File: src/rtl/alu_pkg.sv
// Shared definitions for the RV32I multi-cycle execute unit and the ALU
// controller that drives it.
//   DATA_WIDTH / SHAMT_W : default operand width and shift-amount width
//   alu_op_e             : 4-bit operation codes issued by the ALU controller
//   alu_state_e          : execute-unit sequencing states
package alu_pkg;

  localparam int DATA_WIDTH = 32;
  localparam int SHAMT_W    = 5;

  typedef enum logic [3:0] {
    OP_AND = 4'b0000,
    OP_OR  = 4'b0001,
    OP_ADD = 4'b0010,
    OP_SUB = 4'b0011,
    OP_XOR = 4'b0100,
    OP_SRL = 4'b0101,
    OP_SLL = 4'b0110,
    OP_SRA = 4'b0111,
    OP_BEQ = 4'b1000,
    OP_LUI = 4'b1010,
    OP_SLT = 4'b1110
  } alu_op_e;

  typedef enum logic [1:0] {
    ST_IDLE  = 2'b00,
    ST_SHIFT = 2'b01,
    ST_DONE  = 2'b10
  } alu_state_e;

  function automatic logic is_shift_op(input alu_op_e op);
    return (op == OP_SRL) || (op == OP_SLL) || (op == OP_SRA);
  endfunction

endpackage

File: src/rtl/alu_shift_step.sv
// Combinational single-position shifter used once per cycle while a shift
// is iterating.
//   data_i : current working value
//   op_i   : OP_SRL / OP_SLL / OP_SRA (anything else passes data through)
//   data_o : data_i shifted by one bit position
module alu_shift_step
  import alu_pkg::*;
#(
  parameter int WIDTH = 32
) (
  input  logic [WIDTH-1:0] data_i,
  input  alu_op_e          op_i,
  output logic [WIDTH-1:0] data_o
);

  always_comb begin
    data_o = data_i;
    case (op_i)
      OP_SRL:  data_o = {1'b0, data_i[WIDTH-1:1]};
      OP_SLL:  data_o = {data_i[WIDTH-2:0], 1'b0};
      OP_SRA:  data_o = {data_i[WIDTH-1], data_i[WIDTH-1:1]};
      default: data_o = data_i;
    endcase
  end

endmodule

File: src/rtl/alu_seq.sv
// Multi-cycle integer execute unit. Single-cycle ops finish one cycle after
// acceptance; shifts iterate one bit per cycle. Request and result each use
// a valid/ready handshake, and both ready/valid outputs decode state only.
//   clk, rst_n            : clock, async active-low reset
//   in_valid / in_ready   : request handshake (ready only in IDLE)
//   Operation, SrcA, SrcB : op code and operands, captured on acceptance
//   out_valid / out_ready : result handshake (valid only in DONE)
//   ALUResult, Zero       : registered result and its zero flag
//
// state    | meaning
// ---------+--------------------------------------------------
// ST_IDLE  | waiting for a request, in_ready=1
// ST_SHIFT | iterating a shift, cnt_q shifts remaining
// ST_DONE  | result held, out_valid=1 until out_ready
module alu_seq
  import alu_pkg::*;
#(
  parameter int DATA_WIDTH = alu_pkg::DATA_WIDTH,
  parameter int SHAMT_W    = alu_pkg::SHAMT_W
) (
  input  logic                  clk,
  input  logic                  rst_n,
  input  logic                  in_valid,
  output logic                  in_ready,
  input  logic [3:0]            Operation,
  input  logic [DATA_WIDTH-1:0] SrcA,
  input  logic [DATA_WIDTH-1:0] SrcB,
  output logic                  out_valid,
  input  logic                  out_ready,
  output logic [DATA_WIDTH-1:0] ALUResult,
  output logic                  Zero
);

  function automatic logic [DATA_WIDTH-1:0] alu_fn(input alu_op_e op,
                                                   input logic [DATA_WIDTH-1:0] a,
                                                   input logic [DATA_WIDTH-1:0] b);
    logic [DATA_WIDTH-1:0] r;
    case (op)
      OP_AND:  r = a & b;
      OP_OR:   r = a | b;
      OP_ADD:  r = a + b;
      OP_SUB:  r = a - b;
      OP_XOR:  r = a ^ b;
      OP_BEQ:  r = a - b;
      OP_LUI:  r = b;
      OP_SLT:  r = {{(DATA_WIDTH-1){1'b0}}, ($signed(a) < $signed(b))};
      default: r = '0;
    endcase
    return r;
  endfunction

  alu_state_e            state_q, state_d;
  alu_op_e               op_q, op_d;
  logic [DATA_WIDTH-1:0] work_q, work_d;
  logic [DATA_WIDTH-1:0] result_q, result_d;
  logic                  zero_q, zero_d;
  logic [SHAMT_W-1:0]    cnt_q, cnt_d;

  alu_op_e               op_in;
  logic [SHAMT_W-1:0]    shamt_in;
  logic [DATA_WIDTH-1:0] single_res;
  logic [DATA_WIDTH-1:0] shift_out;

  assign op_in      = alu_op_e'(Operation);
  assign shamt_in   = SrcB[SHAMT_W-1:0];
  assign single_res = alu_fn(op_in, SrcA, SrcB);

  alu_shift_step #(.WIDTH(DATA_WIDTH)) u_shift_step (
    .data_i (work_q),
    .op_i   (op_q),
    .data_o (shift_out)
  );

  always_comb begin
    state_d  = state_q;
    op_d     = op_q;
    work_d   = work_q;
    result_d = result_q;
    zero_d   = zero_q;
    cnt_d    = cnt_q;
    case (state_q)
      ST_IDLE: begin
        if (in_valid) begin
          if (is_shift_op(op_in)) begin
            if (shamt_in == '0) begin
              result_d = SrcA;
              zero_d   = (SrcA == '0);
              state_d  = ST_DONE;
            end else begin
              work_d  = SrcA;
              cnt_d   = shamt_in;
              op_d    = op_in;
              state_d = ST_SHIFT;
            end
          end else begin
            result_d = single_res;
            zero_d   = (single_res == '0);
            state_d  = ST_DONE;
          end
        end
      end
      ST_SHIFT: begin
        work_d = shift_out;
        cnt_d  = cnt_q - SHAMT_W'(1);
        // Counter at 1 means this cycle performs the final shift.
        if (cnt_q == SHAMT_W'(1)) begin
          result_d = shift_out;
          zero_d   = (shift_out == '0);
          state_d  = ST_DONE;
        end
      end
      ST_DONE: begin
        if (out_ready) state_d = ST_IDLE;
      end
      default: state_d = ST_IDLE;
    endcase
  end

  always_ff @(posedge clk or negedge rst_n) begin
    if (!rst_n) begin
      state_q  <= ST_IDLE;
      op_q     <= OP_AND;
      work_q   <= '0;
      result_q <= '0;
      zero_q   <= 1'b1;
      cnt_q    <= '0;
    end else begin
      state_q  <= state_d;
      op_q     <= op_d;
      work_q   <= work_d;
      result_q <= result_d;
      zero_q   <= zero_d;
      cnt_q    <= cnt_d;
    end
  end

  assign in_ready  = (state_q == ST_IDLE);
  assign out_valid = (state_q == ST_DONE);
  assign ALUResult = result_q;
  assign Zero      = zero_q;

endmodule
File: config.mk
export PLATFORM = sky130hd
export DESIGN_NAME = alu_seq
export DESIGN_NICKNAME = d
export VERILOG_FILES = /design/src/rtl/alu_pkg.sv /design/src/rtl/alu_shift_step.sv /design/src/rtl/alu_seq.sv
export SDC_FILE = /design/constraint.sdc
export NUM_CORES = 1
export LEC_CHECK = 0
export ABC_AREA = 1
export CORE_MARGIN = 1
export CORE_UTILIZATION = 60
export CTS_CLUSTER_DIAMETER = 80
export DETAILED_ROUTE_END_ITERATION = 8
export GPL_ROUTABILITY_DRIVEN = 0
export PLACE_DENSITY = 0.83
export RECOVER_POWER = 100
export SYNTH_ARGS = -nofsm -noshare
export SYNTH_HDL_FRONTEND = slang
export SYNTH_SLANG_ARGS = --single-unit
File: constraint.sdc
create_clock -name clk -period 2.3 [get_ports clk]
set_input_delay 0.46 -clock clk [delete_from_list [all_inputs] [get_ports clk]]
set_output_delay 0.46 -clock clk [all_outputs]
set_load 0.005 [all_outputs]
==> qor.txt, run 1 <==
status -> stopped before the end
Failed at -> 4_1_cts
Error -> [ERROR DPL-0033] detailed placement checks failed during check placement.
# resized after CTS -> 598
Post-Synthesis Cells -> 1905
clock tree root buffer cell -> clkbuf_16
starting density of the core -> 0.6146
Hold Buf Count CTS -> 0
number of core rows -> 49
EDFF count, synth -> 0
asr flop ratio synth -> 1.000
HPWL after detailed placement -> 40.65 mm
Synth Flop Type -> dfrtp_1
io pins -> 107
Die Y -> 138.1 um
htree depth -> 3
TritonCTS Buffers -> 9
Seq/Total Area, Yosys -> 0.1712
clock tree buffer depth -> 2
yosys warns -> 0
DP Cell Count -> 2572
CTS sink count -> 76
Synth Cell Area -> 11120 sq um
Netlist cell types -> 45
I/O Buffers -> 106
Die Width -> 138.1 um
placed cell areas -> 15390 sq um
FF+latch count, synth -> 76
# Post-CTS Setup Buffers -> 62
Syn Nets -> 2089
syn_area_per_cell -> 5.835 sq um
[cells by family after synthesis]
| logic type | after synthesis | share of synthesized area |
|---|---|---|
| adders and majority gates | 112 | 0.1274 |
| AOI/OAI and AO/OA | 337 | 0.1854 |
| and+or+nand+nor | 987 | 0.3726 |
| buffers and inverters | 392 | 0.1426 |
| DFF | 76 | 0.1712 |
| xor gates and xnor gates | 1 | 0.0007881 |
[stage by stage]
step | util | TNS, ps | setup WS [ps]
detailed placement | 0.8512 | -35740 | -1402
global placement | 0.8512 | -31410 | -1305
floorplan | - | -57.73 | -57.73
[cell usage after synthesis (23+ instances only)]
cell type | count | area [sq um]
nand2_1 | 518 | 1944
inv_1 | 308 | 1156
nor2_1 | 239 | 897.1
nand3_1 | 139 | 695.7
ha_1 | 110 | 1376
a21oi_1 | 100 | 500.5
o21ai_0 | 78 | 390.4
dfrtp_1 | 75 | 1877
o22ai_1 | 35 | 219.0
clkbuf_1 | 29 | 108.9
nand4_1 | 28 | 175.2
a31oi_1 | 27 | 168.9
buf_2 | 27 | 135.1
o221ai_1 | 23 | 201.4
==> inputs of run 2 (changes only) <==
Settings changed: CORE_UTILIZATION 60 to 40, CTS_CLUSTER_DIAMETER 80 to not set, PLACE_DENSITY 0.83 to not set, PLACE_DENSITY_LB_ADDON set to 0.15.
==> run 2 against run 1 <==
Net effect:
- synthesized cell count unchanged
- the flow now finishes, with violations (capacitance limit, slew limit, setup timing)
- synthesized area unchanged
==> qor.txt, run 2 <==
status -> complete, but fails checks
failing checks -> capacitance limit, slew limit, setup timing
CP most frequent cell -> buf_4
Max rail drop VDD -> 0.0005068 V
Avg Vias per Cell -> 5.764
placed cell areas -> 15680 sq um
Layout area overhead -> 74.23%
Synth Flop Type -> dfrtp_1
cells along the critical path -> buf_8 -> clkinvlp_4 -> buf_6 -> ha_4 -> nand3_2 -> nand2_2 -> nand2_1 -> nand2_2 -> nand2_4 -> buf_4 -> a21oi_1 -> nor3_1 -> nor2_2 -> buf_4 -> buf_4 -> nand2_1 -> a21oi_1 -> o21ai_0
P_leak -> 9.634 nW
core area -> 27100 sq um
commonest non-fill, non-tap cell in the layout -> buf_4
share of layout cells above drive strength 1 -> 0.4846
CTS sink count -> 76
yosys warns -> 0
Post-Synthesis Cells -> 1905
Die Y -> 168.7 um
HPWL after detailed placement -> 42.07 mm
Seq/Total Area, Yosys -> 0.1712
met2 Use GR -> 0.6258
post-detailed-route count of antenna-violating nets -> 0
1st-pass router iterations -> 6
Die Width -> 168.7 um
setup slack after placement -> -1467 ps
HP Start -> op_q[2]$_DFFE_PN0P_
EDFF count, synth -> 0
CP Launch Type -> input pin
initial antenna violation count -> 0
Crit path arrival time -> 2840 ps
routing usage on met3 -> 0.08347
TritonCTS Buffers -> 9
WP depth -> 18
Worst Max-Slew Pin Slew -> 1894 ps
grt met1 use -> 0.4675
Synth top area share -> 0.1749
worst r2r src -> op_q[3]$_DFFE_PN0P_
total track usage -> 0.3870
Hold Fails Final Rpt -> 0
Rel. slew slack -> -0.2630
syn_area_per_cell -> 5.835 sq um
I/O Buffers -> 106
GR peak layer -> met2
final setup margin -> -326.3 ps
most common cell in the netlist -> nand2_1
R2R Path End -> Zero$_DFFE_PN1P_
Crit path required time -> 2520 ps
Synth Cell Area -> 11120 sq um
Total Power -> 11.46 mW
area of the die -> 28460 sq um
CP max FO -> 5
Hold WC Path Type -> reg -> reg
max_cap viols -> 1
largest stage delay on the critical path -> 310 ps
delay-heaviest family, CP -> simple AND/OR/NAND/NOR gates
commonest non-fill, non-tap cells in the layout -> buf_4 (437), nand2_1 (358), inv_1 (186)
synth top area cells -> nand2_1 (17%), dfrtp_1 (17%), ha_1 (12%), inv_1 (10%), nor2_1 (8.1%)
Final Slew Violations -> 36
Initial DRC Count -> 1948
fin nets -> 2651
vias in the first global route -> 15755
Syn Nets -> 2089
Design Area, Final -> 19370 sq um
first-pass GRT wire length -> 85.40 mm
starting density of the core -> 0.4102
Synth area leader -> nand2_1
Hold Buf Count CTS -> 0
htree depth -> 3
via count -> 16400
worst skew pair latency -> 340 ps
setup violators final -> 34
io pins -> 107
fin crit share -> 1.142
RSZ-0062 raised after global routing -> true
Crit. End Element -> flop
largest net degree at the start of global routing -> 43
Slowest cell on crit path -> ha_4
clock slew at reported path FFs -> 60 ps
FF+latch count, synth -> 76
setup tns final -> -4197 ps
CTS tree -> done
cell depth of the worst flop-to-flop path -> 12
drt drc -> 0
Buf+Inv Stages, Crit Path -> 6
Max Freq -> 380.8 MHz
Synth top cells by count -> nand2_1 (518), inv_1 (308), nor2_1 (239), nand3_1 (139), ha_1 (110)
WL final -> 58.51 mm
Crit Path Category -> in -> reg
clock tree root buffer cell -> clkbuf_16
Tmin final -> 2626 ps
Worst Skew -> 5.534 ps
total gr overflow -> 0
routed len/inst -> 20.57 um
clock tree buffer depth -> 2
Netlist cell types -> 45
Fillers -> 2035
asr flop ratio synth -> 1.000
Hold Crit Depth -> 2
Hold Path End -> op_q[2]$_DFFE_PN0P_
P per Cell Area -> 591.6 nW/um^2
flop2flop setup slack -> 110 ps
number of core rows -> 60
==> run 2: cell families after synthesis <==
group	Yosys count	synth area share
and+or+nand+nor	987	0.3726
buffers and inverters	392	0.1426
AOI/OAI and AO/OA	337	0.1854
adders and majority gates	112	0.1274
DFF	76	0.1712
xor gates and xnor gates	1	0.0007881
==> run 2: what timing repair did <==
item,in CTS,in global routing
buffers inserted,82,25
cloned,0,0
endpoints found under the setup margin,32,27
resized for setup,762,277
pin swaps,190,153
==> run 2: worst min-delay path, delay by kind of cell (launching register included) <==
family / cells / cell delay (ps)
buf+inv: 1 / 50
flops: 1 / 320
simple gates: 1 / 50
==> run 2: layout make-up <==
| cell class | count | area, sq um | share of cell area |
|---|---|---|---|
| diodes | 1 | 2.502 | 0.0001292 |
| clock buffers | 13 | 270.3 | 0.01395 |
| clock inverters | 3 | 20.02 | 0.001034 |
| inverters | 318 | 1230 | 0.06351 |
| multi-input cells | 1437 | 10310 | 0.5325 |
| flip-flops and latches | 76 | 1903 | 0.09826 |
| well taps | 372 | 465.4 | 0.02403 |
| repair buffers | 625 | 5164 | 0.2666 |
==> run 2: how the worst max path moves through the flow <==
stage | start | endpoint
floorplan | SrcA[0] | Zero$_DFFE_PN1P_
global placement | SrcA[0] | Zero$_DFFE_PN1P_
detailed placement | SrcA[0] | Zero$_DFFE_PN1P_
CTS | SrcB[0] | Zero$_DFFE_PN1P_
global route | SrcA[5] | Zero$_DFFE_PN1P_
finish | SrcB[1] | ALUResult[13]$_DFFE_PN0P_
==> run 2: per-stage QoR <==
stage / utilization / hold WS (ps) / instances
after floorplan: - / 164.4 / 1905
after global placement: 0.5785 / 438.7 / 2724
after detailed placement: 0.5785 / 440.9 / 2724
after CTS: 0.6799 / 82.22 / 2821
after global routing: 0.7145 / 486.3 / 2844
final: 0.7146 / 449.2 / 2845
==> run 2: routing by layer <==
layer | part of all wire | vias up
li1 | - | 7324
met1 | 0.37 | 7569
met2 | 0.44 | 1136
met3 | 0.11 | 371
met4 | 0.083 | 0
met5 | 0 | -
==> run 2: power by group <==
part / internal, mW / switching, mW / leakage (nW)
combinational: 3.31 / 4.36 / 8.61
sequential: 1.99 / 0.435 / 0.885
clock: 0.817 / 0.552 / 0.138
total: 6.11 / 5.34 / 9.63
Note: power is estimated with default switching activity, not from simulation.
